### src/rtl/synthesizer_input_sequencer.sv
// Ping-pong channel memory that replays one complex sample per channel as a burst
// once per frame; bank swaps requested by Input_commit take effect at burst starts.
module synthesizer_input_sequencer #(
  parameter int NUM_CHANNELS = 16,
  parameter int DATA_WIDTH   = 20,
  parameter int FRAME_PERIOD = 64
) (
  input  logic                                   Clk,
  input  logic                                   Rst,
  input  logic                                   Enable,
  input  logic                                   Input_valid,
  input  logic [$clog2(NUM_CHANNELS)-1:0]        Input_index,
  input  logic signed [1:0][DATA_WIDTH-1:0]      Input_data,
  input  logic                                   Input_commit,
  output logic                                   Output_valid,
  output logic [$clog2(NUM_CHANNELS)-1:0]        Output_index,
  output logic                                   Output_last,
  output logic signed [1:0][DATA_WIDTH-1:0]      Output_data,
  output logic                                   Status_read_bank,
  output logic                                   Error_commit_overlap
);

  localparam int IW = $clog2(NUM_CHANNELS);
  localparam int TW = $clog2(FRAME_PERIOD);
  localparam int AW = IW + 1;

  typedef enum logic [1:0] {S_IDLE, S_BURST, S_GAP} state_t;

  state_t          state_reg, state_next;
  logic [TW-1:0]   t_reg, t_next;
  logic            rd_en;
  logic            burst_start;
  logic            swap;
  logic            rd_bank, wr_bank;
  logic [AW-1:0]   rd_addr, wr_addr;

  logic            read_bank_reg;
  logic            commit_pending_reg;
  logic            err_reg;

  logic [2*DATA_WIDTH-1:0] mem [2*NUM_CHANNELS];
  logic [2*NUM_CHANNELS-1:0] flag_reg;

  logic [2*DATA_WIDTH-1:0]        rd_data_reg;
  logic                           rd_flag_reg;
  logic                           rd_valid_reg;
  logic [IW-1:0]                  rd_index_reg;
  logic [1:0][DATA_WIDTH-1:0]     rd_lanes;
  logic [1:0][DATA_WIDTH-1:0]     gated_lanes;

  logic                           out_valid_reg;
  logic [IW-1:0]                  out_index_reg;
  logic                           out_last_reg;
  logic [1:0][DATA_WIDTH-1:0]     out_data_reg;

  // IDLE doubles as the t=0 slot: a burst starts there whenever Enable is high.
  always_ff @(posedge Clk) begin
    if (!Rst) begin
      state_reg <= S_IDLE;
      t_reg     <= '0;
    end else begin
      state_reg <= state_next;
      t_reg     <= t_next;
    end
  end

  always_comb begin
    state_next = state_reg;
    t_next     = t_reg;
    rd_en      = 1'b0;
    case (state_reg)
      S_IDLE: begin
        if (Enable) begin
          rd_en      = 1'b1;
          t_next     = TW'(1);
          state_next = S_BURST;
        end
      end
      S_BURST: begin
        rd_en  = 1'b1;
        t_next = t_reg + TW'(1);
        if (t_reg == TW'(NUM_CHANNELS - 1)) state_next = S_GAP;
      end
      S_GAP: begin
        if (t_reg == TW'(FRAME_PERIOD - 1)) begin
          t_next     = '0;
          state_next = S_IDLE;
        end else begin
          t_next = t_reg + TW'(1);
        end
      end
      default: begin
        t_next     = '0;
        state_next = S_IDLE;
      end
    endcase
  end

  // The swapping burst already reads the new bank, and writes follow the bank
  // that is not being read, so the two ports never collide.
  assign burst_start = (state_reg == S_IDLE) && Enable;
  assign swap        = burst_start && commit_pending_reg;
  assign rd_bank     = read_bank_reg ^ swap;
  assign wr_bank     = ~rd_bank;
  assign rd_addr     = {rd_bank, IW'(t_reg)};
  assign wr_addr     = {wr_bank, Input_index};

  always_ff @(posedge Clk) begin
    if (!Rst) begin
      read_bank_reg      <= 1'b0;
      commit_pending_reg <= 1'b0;
      err_reg            <= 1'b0;
    end else begin
      read_bank_reg      <= rd_bank;
      commit_pending_reg <= swap ? Input_commit : (commit_pending_reg | Input_commit);
      err_reg            <= Input_commit && commit_pending_reg && !swap;
    end
  end

  always_ff @(posedge Clk) begin
    if (Input_valid) mem[wr_addr] <= Input_data;
    rd_data_reg <= mem[rd_addr];
  end

  always_ff @(posedge Clk) begin
    if (!Rst) begin
      flag_reg     <= '0;
      rd_flag_reg  <= 1'b0;
      rd_valid_reg <= 1'b0;
      rd_index_reg <= '0;
    end else begin
      if (Input_valid) flag_reg[wr_addr] <= 1'b1;
      rd_flag_reg  <= flag_reg[rd_addr];
      rd_valid_reg <= rd_en;
      rd_index_reg <= IW'(t_reg);
    end
  end

  assign rd_lanes = rd_data_reg;

  // Never-written channels read as zero regardless of stale RAM content.
  for (genvar gi = 0; gi < 2; gi++) begin : gen_lane
    assign gated_lanes[gi] = rd_flag_reg ? rd_lanes[gi] : '0;
  end

  always_ff @(posedge Clk) begin
    if (!Rst) begin
      out_valid_reg <= 1'b0;
      out_index_reg <= '0;
      out_last_reg  <= 1'b0;
      out_data_reg  <= '0;
    end else begin
      out_valid_reg <= rd_valid_reg;
      out_index_reg <= rd_valid_reg ? rd_index_reg : '0;
      out_last_reg  <= rd_valid_reg && (rd_index_reg == IW'(NUM_CHANNELS - 1));
      out_data_reg  <= rd_valid_reg ? gated_lanes : '0;
    end
  end

  assign Output_valid         = out_valid_reg;
  assign Output_index         = out_index_reg;
  assign Output_last          = out_last_reg;
  assign Output_data          = out_data_reg;
  assign Status_read_bank     = read_bank_reg;
  assign Error_commit_overlap = err_reg;

endmodule
### config.mk
export PLATFORM = sky130hd
export DESIGN_NAME = synthesizer_input_sequencer
export DESIGN_NICKNAME = d
export VERILOG_FILES = /design/src/rtl/synthesizer_input_sequencer.sv
export SDC_FILE = /design/constraint.sdc
export NUM_CORES = 1
export LEC_CHECK = 0
export BUFFER_PORTS_ARGS = -buffer_cell sky130_fd_sc_hd__clkbuf_2
export CORE_MARGIN = 5
export CORE_UTILIZATION = 67
export DETAILED_ROUTE_END_ITERATION = 6
export PLACE_DENSITY_LB_ADDON = 0.2
export SLEW_MARGIN = 20
export SYNTH_ARGS = -nofsm -noshare
export SYNTH_HDL_FRONTEND = slang
export SYNTH_SLANG_ARGS = --single-unit
### constraint.sdc
create_clock -name Clk -period 17.31 [get_ports Clk]
set_clock_uncertainty 0.15 [all_clocks]
set_input_delay 0 -clock Clk [delete_from_list [all_inputs] [get_ports Clk]]
set_output_delay 0 -clock Clk [all_outputs]
set_load 0.01 [all_outputs]
==> metrics <==
# clock sinks 1415; post-route ant nets 0; Req. time, crit path 17.75 ns; grt total ovfl 0; Routed WL 126.4 mm; Syn Inst Count 2169; root buf cell clkbuf_16; GP Congestion 0.7625; H-tree depth 4; HP Class in -> reg; Via-to-Cell Ratio 7.016; DRC 0; Cell Chain, Critical Path buf_4 -> buf_4 -> mux4_2 -> mux4_2 -> mux2_2; global-route wire length before repair 182.3 mm; initial core utilization 67.67%; nets@finish 2453; area of the mapped netlist 0.05251 mm²; status finished clean; drt first pass iters 5; Setup TNS 0 ns; Crit Path Max Fanout 74; Die Area 0.08407 mm²; Avg WL per Cell 35.49 µm; CP Launch Type register; CP max stage delay 0.99 ns; worst skew pair latency 0.72 ns; count of final hold-check violations 0; period utilization 25.81%; synthesis-to-layout area growth 13.55%; detailed-route via count 25000; syn_nets 2219; CTS tree built; core area 0.07759 mm²; max-slew violation total from the final report 0; Crit. End Element register; worst reg2reg setup slack 12.84 ns; Non-Filler Instances 3563; initial antenna violation count 3; Power Total 7.157 mW; Worst slew margin 22.73%; I/O pins 97; Buf/Inv on CP 2; Reg clk slew, reported paths 0.06 ns; share of cells above drive strength 1 34.11%; final setup vio count 0; slowest CP cell buf_4; dominant delay contributor by cell family on the critical path buffers and inverters; Syn Area/Cell 24.21 µm²; WS Path Type reg -> reg; FP Rows 102; post-synth top area share 73.20%; die height 290.0 µm; most frequent cell after synthesis edfxtp_1; CTS Buf Count 139; vias in the first global route 25450; Fill cells 3812; async set-reset flop share out of synthesis 0%; Largest register FFs 1280; Arr. time, crit path 4.91 ns; Worst-Margin Slew 1.159 ns; CTS max path bufs 3; Die W 290.0 µm; ys flop type edfxtp_1; sequential share of the synthesized area 78.34%; Cell variety after synth 38; total power per unit cell area 120.0 mW/mm²; HPWL after DPL 55.35 mm; Inst Count DP 3253; Tmin final 4.467 ns; fmax 223.9 MHz; Iter 0 DRT Violations 3655; Yosys reg bits 1415; unrepaired setup endpoints after global routing false; peak supply drop 0.1052 mV; top post-synthesis cells by count edfxtp_1 (1280), mux4_2 (407), dfxtp_1 (135); Seq. cell area 0.04115 mm²; P_leak 18.75 nW; Total GRT Usage 30.42%; multi-input logic area 0.01105 mm²; synthesis warning total 0; post-synth top area cell edfxtp_1; MaxCap Viol Count 0; pin count of the biggest net entering global routing 135; EDFF count, synth 1280; synth top area cells edfxtp_1 (73%), mux4_2 (17%), dfxtp_1 (5.1%), mux2_2 (0.86%), and2_1 (0.54%); port bufs 96
worst register-to-register path, stage by stage (launching register included):
cell and delay, ns:
dfxtp_4 0.90, buf_4 1.03, buf_4 1.00, mux4_2 0.49, mux4_2 0.50, mux2_2 0.28
worst paths after layout:
| check | cells past startpoint | endpoint | start |
|---|---|---|---|
| max | 5 | rd_data_reg[3]$_DFF_P_ | t_reg[1]$_SDFFE_PN0P_ |
| min | 4 | Error_commit_overlap$_SDFF_PN0_ | Enable |
| max reg2reg | 5 | rd_data_reg[3]$_DFF_P_ | t_reg[1]$_SDFFE_PN0P_ |
| min reg2reg | 1 | Output_data[23]$_SDFF_PN0_ | rd_data_reg[23]$_DFF_P_ |
cells in the final DEF (no fill, tap or decap), drive strengths merged, types with 6 or more instances in the layout:
master / instances
edfxtp: 1280
mux4: 407
clkbuf: 294
dfxtp: 135
buf: 69
dlygate4sd3: 49
and2: 45
mux2: 40
clkinv: 39
o21a: 35
nor4: 33
inv: 11
nand2: 9
and3: 9
bufinv: 8
nand2b: 6
a21oi: 6
nor2: 6
through the flow:
stage | setup WS, ns | area, µm² | utilization, % | hold slack, ns
after global routing | 12.73 | 59620 | 76.83 | 0.1996
after CTS | 12.84 | 59600 | 76.82 | 0.1429
after floorplan | 11.34 | 52510 | - | -0.05113
final | 12.84 | 59630 | 76.85 | 0.1779
after detailed placement | 12.89 | 54550 | 70.30 | 0.08282
after global placement | 12.93 | 54540 | 70.29 | 0.07204
cell families after synthesis:
logic type	Yosys count	synth area share, %
XOR/XNOR	6	0.1144
buffers and inverters	126	1.051
AO/OA/AOI/OAI	51	0.7077
flip-flops	1415	78.34
AND/OR/NAND/NOR	118	1.351
adder cells (fa/ha/maj)	1	0.02382
multiplexers	452	18.41
power breakdown:
group | internal (mW) | total [mW] | switching, mW
logic | 0.178 | 0.371 | 0.193
registers | 3.76 | 3.79 | 0.0218
clock network | 1.75 | 3.00 | 1.25
routing by layer:
metal | vias up | GRT usage [%] | share of wire, %
li1 | 9729 | - | -
met1 | 13150 | 43.08 | 35
met2 | 1881 | 48.97 | 50
met3 | 242 | 7.671 | 12
met4 | 0 | 8.392 | 2.7
met5 | - | 0.2836 | 0
cell type report:
class | instances | share of cell area [%]
clock inverter | 58 | 0.8771
sequential | 1415 | 69.02
clock buffer | 198 | 6.782
timing repair buffer | 214 | 2.558
tap | 1040 | 2.182
inverter | 5 | 0.03147
multi-input combinational | 628 | 18.53
antenna | 5 | 0.02098
what timing repair did:
| action | CTS | global route |
|---|---|---|
| setup buffers | 0 | 0 |
| setup endpoints to repair | 0 | 0 |
| gates resized for setup | 0 | 0 |
| hold buffers | 49 | 0 |
| endpoints found under the hold margin | 1342 | 0 |
Note: power is estimated with default switching activity, not from simulation.
